## config.mk

```make
export PLATFORM = sky130hd
export DESIGN_NAME = ps2_ascii_fifo_flat
export DESIGN_NICKNAME = d
export VERILOG_FILES = /design/src/rtl/keyboard_pkg.sv /design/src/rtl/ps2_ascii_fifo_if.sv /design/src/rtl/kbd_fifo.sv /design/src/rtl/ps2_ascii_fifo.sv /design/src/flat_wrapper.sv
export SDC_FILE = /design/constraint.sdc
export NUM_CORES = 1
export LEC_CHECK = 0
export ABC_CLOCK_PERIOD_IN_PS = 7600
export CORE_UTILIZATION = 35
export CTS_BUF_LIST = sky130_fd_sc_hd__clkbuf_2
export CTS_CLUSTER_DIAMETER = 60
export DETAILED_ROUTE_END_ITERATION = 8
export GPL_ROUTABILITY_DRIVEN = 0
export PLACE_DENSITY = 0.5
export SYNTH_ARGS = -nofsm -noshare
export SYNTH_HDL_FRONTEND = slang
export SYNTH_SLANG_ARGS = --single-unit
```

## constraint.sdc

```tcl
create_clock -name clk -period 7.6 [get_ports clk]
set_input_delay 1.14 -clock clk [delete_from_list [all_inputs] [get_ports clk]]
set_output_delay 1.14 -clock clk [all_outputs]
set_load 0.02 [all_outputs]
```

## src/rtl/keyboard_pkg.sv

```systemverilog
// Scancode/ASCII constants and the PS/2 set-2 make-code to ASCII lookup
// shared by the keyboard FIFO. Both the plain and the shifted table live here.
package keyboard_pkg;

  localparam logic [7:0] SC_SPACE  = 8'h29;
  localparam logic [7:0] SC_ENTER  = 8'h5A;
  localparam logic [7:0] SC_BKSP   = 8'h66;
  localparam logic [7:0] SC_TAB    = 8'h0D;
  localparam logic [7:0] SC_MINUS  = 8'h4E;
  localparam logic [7:0] SC_EQUAL  = 8'h55;
  localparam logic [7:0] SC_COMMA  = 8'h41;
  localparam logic [7:0] SC_PERIOD = 8'h49;
  localparam logic [7:0] SC_SLASH  = 8'h4A;

  localparam logic [7:0] ASCII_NUL   = 8'h00;
  localparam logic [7:0] ASCII_BS    = 8'h08;
  localparam logic [7:0] ASCII_TAB   = 8'h09;
  localparam logic [7:0] ASCII_CR    = 8'h0D;
  localparam logic [7:0] ASCII_SPACE = 8'h20;

  // Returns ASCII_NUL for any code outside the mapped set.
  function automatic logic [7:0] sc_to_ascii(input logic [7:0] sc, input logic shift);
    logic [7:0] base;
    logic [7:0] shifted;
    case (sc)
      8'h1C: base = 8'h61;  8'h32: base = 8'h62;  8'h21: base = 8'h63;
      8'h23: base = 8'h64;  8'h24: base = 8'h65;  8'h2B: base = 8'h66;
      8'h34: base = 8'h67;  8'h33: base = 8'h68;  8'h43: base = 8'h69;
      8'h3B: base = 8'h6A;  8'h42: base = 8'h6B;  8'h4B: base = 8'h6C;
      8'h3A: base = 8'h6D;  8'h31: base = 8'h6E;  8'h44: base = 8'h6F;
      8'h4D: base = 8'h70;  8'h15: base = 8'h71;  8'h2D: base = 8'h72;
      8'h1B: base = 8'h73;  8'h2C: base = 8'h74;  8'h3C: base = 8'h75;
      8'h2A: base = 8'h76;  8'h1D: base = 8'h77;  8'h22: base = 8'h78;
      8'h35: base = 8'h79;  8'h1A: base = 8'h7A;
      8'h45: base = 8'h30;  8'h16: base = 8'h31;  8'h1E: base = 8'h32;
      8'h26: base = 8'h33;  8'h25: base = 8'h34;  8'h2E: base = 8'h35;
      8'h36: base = 8'h36;  8'h3D: base = 8'h37;  8'h3E: base = 8'h38;
      8'h46: base = 8'h39;
      SC_SPACE:  base = ASCII_SPACE;
      SC_ENTER:  base = ASCII_CR;
      SC_BKSP:   base = ASCII_BS;
      SC_TAB:    base = ASCII_TAB;
      SC_MINUS:  base = 8'h2D;
      SC_EQUAL:  base = 8'h3D;
      SC_COMMA:  base = 8'h2C;
      SC_PERIOD: base = 8'h2E;
      SC_SLASH:  base = 8'h2F;
      default:   base = ASCII_NUL;
    endcase

    // Shifted table is derived from the plain character, US keyboard layout.
    shifted = base;
    if (base >= 8'h61 && base <= 8'h7A) begin
      shifted = base - 8'h20;
    end else begin
      case (base)
        8'h31: shifted = 8'h21;  8'h32: shifted = 8'h40;  8'h33: shifted = 8'h23;
        8'h34: shifted = 8'h24;  8'h35: shifted = 8'h25;  8'h36: shifted = 8'h5E;
        8'h37: shifted = 8'h26;  8'h38: shifted = 8'h2A;  8'h39: shifted = 8'h28;
        8'h30: shifted = 8'h29;  8'h2D: shifted = 8'h5F;  8'h3D: shifted = 8'h2B;
        8'h2C: shifted = 8'h3C;  8'h2E: shifted = 8'h3E;  8'h2F: shifted = 8'h3F;
        default: shifted = base;
      endcase
    end
    return shift ? shifted : base;
  endfunction

endpackage

```

## src/rtl/ps2_ascii_fifo_if.sv

```systemverilog
// Receiver-side and bus-side signals of the keyboard character FIFO.
// master = receiver + bus decoder, slave = ps2_ascii_fifo.
interface ps2_ascii_fifo_if #(
  parameter int DEPTH = 16
);
  localparam int CNT_W = $clog2(DEPTH) + 1;

  logic [7:0]       scancode;
  logic             oflag;
  logic             on_shift;
  logic             rd_en;
  logic             clr_ovf;
  logic [7:0]       rd_data;
  logic             valid;
  logic [CNT_W-1:0] count;
  logic             overflow;

  modport master (
    output scancode, oflag, on_shift, rd_en, clr_ovf,
    input  rd_data, valid, count, overflow
  );

  modport slave (
    input  scancode, oflag, on_shift, rd_en, clr_ovf,
    output rd_data, valid, count, overflow
  );
endinterface

```

## src/rtl/kbd_fifo.sv

```systemverilog
// Generic show-ahead FIFO: dout always presents the head entry.
// A push while full is accepted only when a pop frees a slot the same cycle.
module kbd_fifo #(
  parameter int WIDTH = 8,
  parameter int DEPTH = 16,
  localparam int PTR_W = $clog2(DEPTH),
  localparam int CNT_W = $clog2(DEPTH) + 1
) (
  input  logic             clk,
  input  logic             reset,
  input  logic             push,
  input  logic             pop,
  input  logic [WIDTH-1:0] din,
  output logic [WIDTH-1:0] dout,
  output logic [CNT_W-1:0] count,
  output logic             full,
  output logic             empty
);

  logic [WIDTH-1:0] mem [DEPTH];
  logic [PTR_W-1:0] wr_ptr;
  logic [PTR_W-1:0] rd_ptr;
  logic             do_push;
  logic             do_pop;

  assign empty   = (count == '0);
  assign full    = (count == CNT_W'(DEPTH));
  assign do_pop  = pop && !empty;
  assign do_push = push && (!full || do_pop);
  assign dout    = mem[rd_ptr];

  always_ff @(posedge clk or posedge reset) begin
    if (reset) begin
      wr_ptr <= '0;
      rd_ptr <= '0;
      count  <= '0;
    end else begin
      if (do_push) wr_ptr <= wr_ptr + PTR_W'(1);
      if (do_pop)  rd_ptr <= rd_ptr + PTR_W'(1);
      case ({do_push, do_pop})
        2'b10:   count <= count + CNT_W'(1);
        2'b01:   count <= count - CNT_W'(1);
        default: count <= count;
      endcase
    end
  end

  // Storage carries no reset; stale entries are never visible past empty.
  always_ff @(posedge clk) begin
    if (do_push) mem[wr_ptr] <= din;
  end

endmodule

```

## src/rtl/ps2_ascii_fifo.sv

```systemverilog
// Translates PS/2 make-codes to ASCII and buffers them for software reads.
// Define KBD_SHIFT_MAP_EN to honour on_shift; otherwise only lowercase/plain.
module ps2_ascii_fifo #(
  parameter int DEPTH = 16
) (
  input  logic            clk,
  input  logic            reset,
  ps2_ascii_fifo_if.slave bus
);
  import keyboard_pkg::*;

  localparam int CNT_W = $clog2(DEPTH) + 1;

  logic [7:0]       ascii;
  logic [7:0]       head;
  logic             push_req;
  logic             pop_req;
  logic             fifo_full;
  logic             fifo_empty;
  logic             overflow_q;
  logic [CNT_W-1:0] fifo_count;

`ifdef KBD_SHIFT_MAP_EN
  assign ascii = sc_to_ascii(bus.scancode, bus.on_shift);
`else
  logic unused_shift;
  assign unused_shift = bus.on_shift;
  assign ascii = sc_to_ascii(bus.scancode, 1'b0);
`endif

  assign push_req = bus.oflag && (ascii != ASCII_NUL);
  assign pop_req  = bus.rd_en && !fifo_empty;

  kbd_fifo #(
    .WIDTH (8),
    .DEPTH (DEPTH)
  ) u_fifo (
    .clk   (clk),
    .reset (reset),
    .push  (push_req),
    .pop   (pop_req),
    .din   (ascii),
    .dout  (head),
    .count (fifo_count),
    .full  (fifo_full),
    .empty (fifo_empty)
  );

  // A drop only happens when full with no pop freeing a slot; set beats clear.
  always_ff @(posedge clk or posedge reset) begin
    if (reset) begin
      overflow_q <= 1'b0;
    end else if (push_req && fifo_full && !pop_req) begin
      overflow_q <= 1'b1;
    end else if (bus.clr_ovf) begin
      overflow_q <= 1'b0;
    end
  end

  assign bus.valid    = !fifo_empty;
  assign bus.rd_data  = fifo_empty ? ASCII_NUL : head;
  assign bus.count    = fifo_count;
  assign bus.overflow = overflow_q;

endmodule

```

## src/flat_wrapper.sv

```systemverilog
// flat-port wrapper written by rule: the top's interface ports become plain ports
module ps2_ascii_fifo_flat import keyboard_pkg::*;
#(
  parameter int DEPTH = 16
)
  (clk, reset, bus_scancode, bus_oflag, bus_on_shift, bus_rd_en, bus_clr_ovf, bus_rd_data, bus_valid, bus_count, bus_overflow);
  ps2_ascii_fifo_if #(.DEPTH(DEPTH)) bus_i ();
  input  logic clk;
  input  logic reset;
  input wire logic [$bits(bus_i.scancode)-1:0] bus_scancode;
  input wire logic [$bits(bus_i.oflag)-1:0] bus_oflag;
  input wire logic [$bits(bus_i.on_shift)-1:0] bus_on_shift;
  input wire logic [$bits(bus_i.rd_en)-1:0] bus_rd_en;
  input wire logic [$bits(bus_i.clr_ovf)-1:0] bus_clr_ovf;
  output wire logic [$bits(bus_i.rd_data)-1:0] bus_rd_data;
  output wire logic [$bits(bus_i.valid)-1:0] bus_valid;
  output wire logic [$bits(bus_i.count)-1:0] bus_count;
  output wire logic [$bits(bus_i.overflow)-1:0] bus_overflow;
  assign bus_i.scancode = bus_scancode;
  assign bus_i.oflag = bus_oflag;
  assign bus_i.on_shift = bus_on_shift;
  assign bus_i.rd_en = bus_rd_en;
  assign bus_i.clr_ovf = bus_clr_ovf;
  assign bus_rd_data = bus_i.rd_data;
  assign bus_valid = bus_i.valid;
  assign bus_count = bus_i.count;
  assign bus_overflow = bus_i.overflow;
  ps2_ascii_fifo #(.DEPTH(DEPTH)) u_core (.clk(clk), .reset(reset), .bus(bus_i));
endmodule
```

==> results of run 1 <==
## metrics by stage
step                      total power [mW]   util  setup slack (ns)  instances  instance area (um2)
after detailed placement              1.79  0.389              1.30        655                 6720
after CTS                             2.28  0.406              2.04        686                 7010
after floorplan                       1.50      -              2.63        416                 6210
after global routing                  2.38  0.406              1.79        686                 7010
after global placement                1.78  0.389              1.33        655                 6720
final                                 2.25  0.406              1.98        686                 7010
## worst max-delay path, cell delays in order
cell,delay [ns]
clkdlybuf4s50_1,0.79
inv_1,0.25
ha_1,0.42
nand2b_1,0.18
o2bb2ai_1,0.10
a211o_1,0.30
a32o_2,0.41
or4b_4,0.60
o21a_1,0.34
nor2_1,0.32
ha_1,0.33
a21o_1,0.19
a21o_1,0.19
or2_2,0.28
or3_1,0.31
nand3_1,0.08
## registers in the layout (all words and copies together), names as in the netlist
register	count
u_core.u_fifo.count	5
u_core.u_fifo.mem	112
u_core.u_fifo.rd_ptr	4
u_core.bus.overflow	1
u_core.u_fifo.wr_ptr	4
## how the worst min path moves through the flow
stage | endpoint | slack [ns]
4_1_cts | u_core.u_fifo.wr_ptr[0]$_DFFE_PP0P_ | 0.55
5_1_grt | u_core.u_fifo.wr_ptr[0]$_DFFE_PP0P_ | 0.59
3_5_place_dp | u_core.u_fifo.wr_ptr[0]$_DFFE_PP0P_ | 0.52
2_1_floorplan | u_core.u_fifo.wr_ptr[0]$_DFFE_PP0P_ | 0.50
3_3_place_gp | u_core.bus.overflow$_DFFE_PP0P_ | 0.53
6_report | u_core.u_fifo.wr_ptr[0]$_DFFE_PP0P_ | 0.54
## report_power, final
group / switching, mW / internal, mW
Combinational: 0.365 / 0.419
Clock: 0.244 / 0.250
Sequential: 0.134 / 0.836
## metal layers
| metal | part of all wire | up-vias | GRT usage |
|---|---|---|---|
| li1 | - | 1701 | - |
| met1 | 0.48 | 1852 | 0.233 |
| met2 | 0.47 | 95 | 0.246 |
| met3 | 0.042 | 11 | 0.0348 |
| met4 | 0.0083 | 0 | 0.0449 |
| met5 | 0 | - | 0 |
## placed cells by master, fill, tap and decap left out, types with 3 or more instances in the layout
| cell type | netlist | routed |
|---|---|---|
| edfxtp_1 | 112 | 112 |
| a211oi_1 | 5 | 5 |
| o21ai_0 | 8 | 8 |
| or3b_2 | 3 | 3 |
| a211o_1 | 3 | 3 |
| nor2b_1 | 16 | 16 |
| o211ai_1 | 3 | 3 |
| xor2_1 | 3 | 3 |
| buf_4 | 4 | 16 |
| a41o_1 | 3 | 3 |
| mux2_1 | 3 | 3 |
| ha_1 | 15 | 15 |
| nand2_1 | 29 | 29 |
| nor4_1 | 10 | 8 |
| dfrtp_1 | 14 | 12 |
| a21o_1 | 4 | 4 |
| inv_1 | 18 | 18 |
| mux4_2 | 35 | 35 |
| nand3b_1 | 4 | 4 |
| nand3_1 | 5 | 5 |
| nor3_1 | 9 | 8 |
| nand2b_1 | 11 | 11 |
| clkinvlp_4 | 0 | 3 |
| a31oi_1 | 4 | 4 |
| clkbuf_2 | 0 | 20 |
| clkdlybuf4s50_1 | 0 | 26 |
| a22o_1 | 3 | 3 |
| xnor2_1 | 6 | 6 |
| bufinv_16 | 0 | 5 |
| a21oi_1 | 6 | 6 |
| o31ai_1 | 3 | 3 |
| nor2_1 | 14 | 14 |
## cells by family after synthesis
| logic type | count (synthesis) | share of synthesized area |
|---|---|---|
| flops | 126 | 0.598 |
| simple gates | 109 | 0.0933 |
| compound gates | 63 | 0.0763 |
| buf+inv | 48 | 0.0397 |
| mux | 42 | 0.141 |
| fa+ha+maj | 16 | 0.0334 |
| xor+xnor | 11 | 0.0179 |
| other cells | 1 | 0.000604 |
## cell type report
cell class              count  area, um2  share of cell area
repair buffers             42        380              0.0542
inverters                  20       75.1              0.0107
multi-input cells         242       2270               0.324
well taps                 225        282              0.0401
flip-flops and latches    126       3720               0.530
clock inverters            11        191              0.0273
clock buffers              20        100              0.0143
==> results.md, run 1 <==
- The data required time of the worst path is 8.21 ns.
- The global-route wire length before repair is 21.4 mm.
- In this run the tool buffered the top-level ports with 26 buffer cells.
- The synthesized netlist contains 63 unique library cells.
- The routed wirelength normalized by instance count is 20.0 um.
- The starting density of the core is 0.359.
- STA classifies the critical path endpoint as a flop.
- The via count normalized by instance count is 5.33.
- The DRC violation count after routing is 0.
- The worst setup path is launched from an input pin.
- The worst-case headroom to the max-slew limit is 0.299.
- After synthesis the netlist holds a flip-flop and latch count of 126.
- The worst hold slack across all endpoints is 0.544 ns.
- The routed design has 13.7 mm of wire.
- TritonCTS built the clock tree.
- Hold repair after CTS inserted 0 buffers.
- The critical path start-end classification is input pin to flop.
- The data arrival time of the worst path is 6.23 ns.
- Once detail routing completed, the nets flagged for antenna violations numbered 0.
- Setup repair after global routing left no endpoint under its margin.
- After clock tree synthesis, the clock-pin slew on the worst setup and hold paths is 0.18 ns.
- The clock latency reported for the late side of the worst-skew pair is 0.67 ns.
- The number of hold-slack violations in the final timing report is 0.
- In this run the worst hold path is classified as flop to flop.
- The maximum net fanout on the critical path is 17.
- The beginning of the critical path is bus_scancode[1].
- Clock tree synthesis inserted a total of 17 buffers.
- The timing endpoint of the critical path is u_core.u_fifo.count[4]$_DFFE_PP0P_.
- The area of the core is 17300 um2.
- The count of final setup violators is 0.
- The total count of max-transition violations in the final report is 0.
- The analysis attributes to cell leakage a power of 2.43 nW.
- The violation count after the first detailed-routing iteration is 252.
- The first-pass iteration count of the detailed router is 5.
- The share of async-settable or async-resettable flops after synthesis is 0.111.
- The reported max-cap violation count is 0.
- Measured in cells, the most critical reg-to-reg path has a length of 11.
- Dividing the final minimum period by the clock period gives 0.740.
- The clock tree synthesis step divided the H-tree into 4 levels.
- The startpoint identified for the worst hold timing path is u_core.u_fifo.wr_ptr[0]$_DFFE_PP0P_.
- The residual overflow from global routing is 0.
- The sequential element share of the synthesized area is 0.598.
- The number of global-route vias before repair came to 3641.
- In this run the clock root is driven by a clkbuf_2.
- The area growth from synthesis to layout is 12.9%.
- The total vias in the final route is 3659.
- The floorplan step set the die height to 135 um.
- The number of fill cells in the layout is 1615.
- By instance count, the leading cell after synthesis is edfxtp_1.
- Counting along the longest clock path gives a buffer depth of 2.
- The number of synthesized flops with an enable pin is 112.
- The clock tree skew after final layout is 0.0294 ns.
- Post-CTS repair changed the size of 0 cells.
- Synthesis produced a netlist whose cell count is 416.
- The transition time at the pin with the least slew margin is 1.05 ns.
- The run finished with clean final reports.
- The most frequently used flop master after synthesis is edfxtp_1.
- The post-synth net total is 446.
- The cell taking the most area after synthesis is edfxtp_1.
- In this run the power density over the cells is 320 nW/um2.
- The placement row count is 48.
- Setup total negative slack on the finished layout was measured at 0 ns.
- The repair_antennas step left the layout with diodes totalling 0.
- The internal reg-to-reg setup slack is 3.95 ns.
- Measured along the x axis, the die boundary spans 135 um.
- The endpoint identified for the worst register-to-register timing path is u_core.u_fifo.count[4]$_DFFE_PP0P_.
- After the last flow step, the layout net total stands at 479.
- The clock period could shrink to 5.62 ns.
- The timing-limited maximum frequency is 178 MHz.
- In the post-synthesis netlist, the biggest area contributors are edfxtp_1, mux4_2, dfrtp_1, ha_1, nand2_1.
- The overall die area is 18300 um2.
- The instance count along the most critical hold path is 1.
- In this run the count of I/O pins placed on the die edge is 29.
- The commonest cells after synthesis are edfxtp_1, mux4_2, nand2_1, inv_1, nor2b_1.
- Once detailed placement completed, the half-perimeter wirelength came to 9.06 mm.
- The number of antenna violations at the first check in global routing is 0.
- For this run, the number of Yosys warnings is 0.
- The global-route total usage across every layer is 0.162.
- Entering global routing, the biggest net connects 32 pins.
- The start of the worst register-to-register path is u_core.u_fifo.count[2]$_DFFE_PP0P_.
- Across the VDD grid, the largest voltage drop is 313 uV.
- The CTS sink count is 126.
- Of the cells placed in the final design, the portion with a size suffix greater than 1 is 0.219.
- The mean instance size in the synthesized netlist is 14.9 um2.
- The synthesized cell area is 6210 um2.
- Of the post-synthesis cell area, the dominant cell type holds 0.541.
- In this run the post-CTS setup repair buffer count came out at 0.
Power figures use the tool's default switching activity.
==> inputs of run 2 (changes only) <==
Settings changed: ABC_CLOCK_PERIOD_IN_PS 7600 to 4650, PLACE_DENSITY 0.5 to 0.52.
Clock period 7.6 ns to 4.65 ns, I/O delays scaled along.
==> run 2 against run 1 <==
Clock power rose by 43%. Critical path depth fell by 11. Cell count rose by 7.0%. Non-clock buffer count rose by 48. Global-route usage rose by 0.29 points. Sequential power rose by 60%. Total power rose by 63%. Die area did not move. Register-to-register slack got worse by 2.5 ns. Via count rose by 4.8%.
==> results.md, run 2 (synthesized netlist as in run 1, its figures left out) <==
- The number of global-route vias before repair is 3826.
- The transition time at the pin with the least slew margin is 1.12 ns.
- The endpoint of the worst-slack reg-to-reg timing path is u_core.u_fifo.count[4]$_DFFE_PP0P_.
- The routed wirelength normalized by instance count is 19.1 um.
- The most common cell after layout, fill and taps aside is edfxtp_1.
- The clock period could shrink to 4.07 ns.
- The overall die area is 18300 um2.
- u_core.u_fifo.mem holds more flip-flops than any other register.
- In this run the vertical extent of the chip is 135 um.
- The number of fill cells in the layout is 1592.
- The clock arrives with 0.0244 ns of skew.
- Prior to clock tree synthesis, the placed netlist has a worst setup slack of -0.0382 ns.
- The analysis attributes to cell leakage a power of 2.66 nW.
- The number of antenna violations at the first check in global routing is 0.
- After clock tree synthesis, the clock-pin slew on the worst setup and hold paths is 0.19 ns.
- The timing endpoint of the critical path is bus_rd_data[3].
- For this run, the total global-route usage over all layers was measured as 0.165.
- The first-pass iteration count of the detailed router is 5.
- Post-CTS repair changed the size of 0 cells.
- The buffer count from post-CTS setup fixing is 0.
- By startpoint and endpoint, the worst setup path is classified as flop to output pin.
- Global routing finished with a remaining overflow of 0.
- The clock root buffer is clkbuf_2.
- Dividing the detail-routed via count by the number of cells gives 5.22.
- The number of placed I/O pins is 29.
- The total inserted antenna cells is 0.
- The die outline width is 135 um.
- The length in cells of the worst reg-to-reg path is 13.
- The type of the tightest min-delay check is input pin to async pin.
- The placement row count is 48.
- The number of port buffers is 26.
- The register with the most flip-flops in the layout has 112 of them.
- At the worst endpoint, the required time is 3.95 ns.
- The pin count of the biggest net entering global routing is 28.
- The starting density of the core is 0.359.
- Setup repair after global routing left no endpoint under its margin.
- In the routed design, unresolved DRC markers number 0.
- The ratio of cells with drive above 1 in the final layout is 0.285.
- The quantity of hold-fixing buffers added after cts is 0.
- The CTS buffer count is 17.
- The library cells used most frequently in the layout, excluding fill and tap cells, are edfxtp_1, buf_4, mux4_2, nand2_1, clkdlybuf4s50_1.
- The worst setup path is captured at an output pin.
- The final HPWL from detailed placement is 9.61 mm.
- The CTS tree is yes.
- After the last flow step, the layout net total stands at 527.
- The first global-routing pass estimated 22.0 mm of wire.
- The cell that appears most often on the critical path is mux4_2.
- The run finished with clean final reports.
- Timing would allow up to 246 MHz.
- The H-tree was split into 4 levels.
- The critical path depth in cells is 5.
- The startpoint identified for the worst register-to-register timing path is u_core.u_fifo.count[3]$_DFFE_PP0P_.
- The beginning of the critical path is u_core.u_fifo.rd_ptr[1]$_DFFE_PP0P_.
- The clock net in this run drives a total of 126 sinks.
- The reported max-cap violation count is 0.
- STA classifies the critical path startpoint as a flop.
- The finished cells cover 7370 um2.
- Once placement finished, the instance area stood at 7120 um2.
- Summing all multi-input logic gate instances after layout gives 2260 um2.
- The largest registers in the layout are u_core.u_fifo.mem: 112 flops, u_core.u_fifo.count: 5 flops.
- The wire length after detailed routing is 14.0 mm.
- The maximum buffer depth of the clock tree is 2.
- The largest individual stage delay along the critical path comes from the cell dfrtp_1.
- The maximum net fanout on the critical path is 17.
- The data arrival time of the worst path is 3.37 ns.
- The category of cells accounting for the largest share of critical-path delay is flip-flops.
- The total negative slack is 0 ns.
- Together, buffers and inverters on the worst path number 2.
- The maximum single-stage delay on the critical path is 0.91 ns.
- The worst setup slack after layout is 0.579 ns.
- The violation count after the first detailed-routing iteration is 259.
- The total count of max-transition violations in the final report is 0.
- Across the whole layout, storage elements account for 3710 um2.
- The total vias in the final route is 3833.
- In the finished design, the share of the clock period the worst path needs comes to 0.875.
- Once layout is complete, the utilization of the core stands at 0.426.
- The worst-case IR drop observed on VDD is 491 uV.
- The number of hold-slack violations in the final timing report was 0.
- The total power per unit cell area is 498 nW/um2.
- The worst pin sits at a relative slew slack of 0.246.
- At the later pin of the worst-skew pair, clock insertion delay measures 0.65 ns.
- The count of antenna-violating nets left after detailed routing is 0.
- Traced cell by cell, the critical path runs through buf_12 > mux4_2 > mux4_2 > nor2b_1 > clkdlybuf4s50_1.
- From synthesis to final layout, the design area changed by 18.7%.
- The worst register-to-register path has a setup slack of 1.42 ns.
- The floorplan step defined a core boundary enclosing 17300 um2.
- The count of final setup violators is 0.
-- run 2: final cells by class --
class	instances	area share
flip-flops and latches	126	0.504
multi-input cells	242	0.306
repair buffers	90	0.107
well taps	225	0.0382
clock inverters	14	0.0229
clock buffers	17	0.0115
inverters	20	0.0102
-- run 2: worst min path at each step --
| stage | start | endpoint | cells after the start |
|---|---|---|---|
| 2_1_floorplan | u_core.u_fifo.wr_ptr[0]$_DFFE_PP0P_ | u_core.u_fifo.wr_ptr[0]$_DFFE_PP0P_ | 1 |
| 3_3_place_gp | u_core.u_fifo.wr_ptr[0]$_DFFE_PP0P_ | u_core.u_fifo.wr_ptr[0]$_DFFE_PP0P_ | 1 |
| 3_5_place_dp | u_core.u_fifo.wr_ptr[0]$_DFFE_PP0P_ | u_core.u_fifo.wr_ptr[0]$_DFFE_PP0P_ | 1 |
| 4_1_cts | reset | u_core.u_fifo.count[4]$_DFFE_PP0P_ | 2 |
| 5_1_grt | reset | u_core.bus.overflow$_DFFE_PP0P_ | 2 |
| 6_report | reset | u_core.u_fifo.count[4]$_DFFE_PP0P_ | 2 |
-- run 2: through the flow --
step           total power, mW  hold slack (ns)  std cells
2_1_floorplan             2.45            0.498        416
3_3_place_gp              2.99            0.522        703
3_5_place_dp              3.01            0.530        703
4_1_cts                   3.72            0.298        734
5_1_grt                   3.88            0.299        734
6_report                  3.67            0.349        734
-- run 2: worst register-to-register path: stages, from the launching register on --
cell,delay [ns]
dfrtp_1,0.48
nor4_1,0.37
nor2b_1,0.17
buf_4,0.19
inv_1,0.08
nand2_1,0.21
nor2_1,0.11
buf_4,0.16
fa_1,0.38
a21o_1,0.16
a21o_1,0.19
or2_2,0.29
or3_1,0.31
nand3_1,0.09
-- run 2: metal layers --
layer  GRT usage  part of all wire
met1       0.222              0.46
met2       0.267              0.49
met3      0.0378             0.039
met4      0.0462             0.013
met5           0                 0
-- run 2: where the power goes --
group / total (mW) / switching (mW) / internal, mW / leakage [nW]
clock: 0.707 / 0.409 / 0.298 / 0.146
combinational: 1.41 / 0.642 / 0.765 / 1.32
sequential: 1.55 / 0.188 / 1.37 / 1.20
total: 3.67 / 1.24 / 2.43 / 2.66
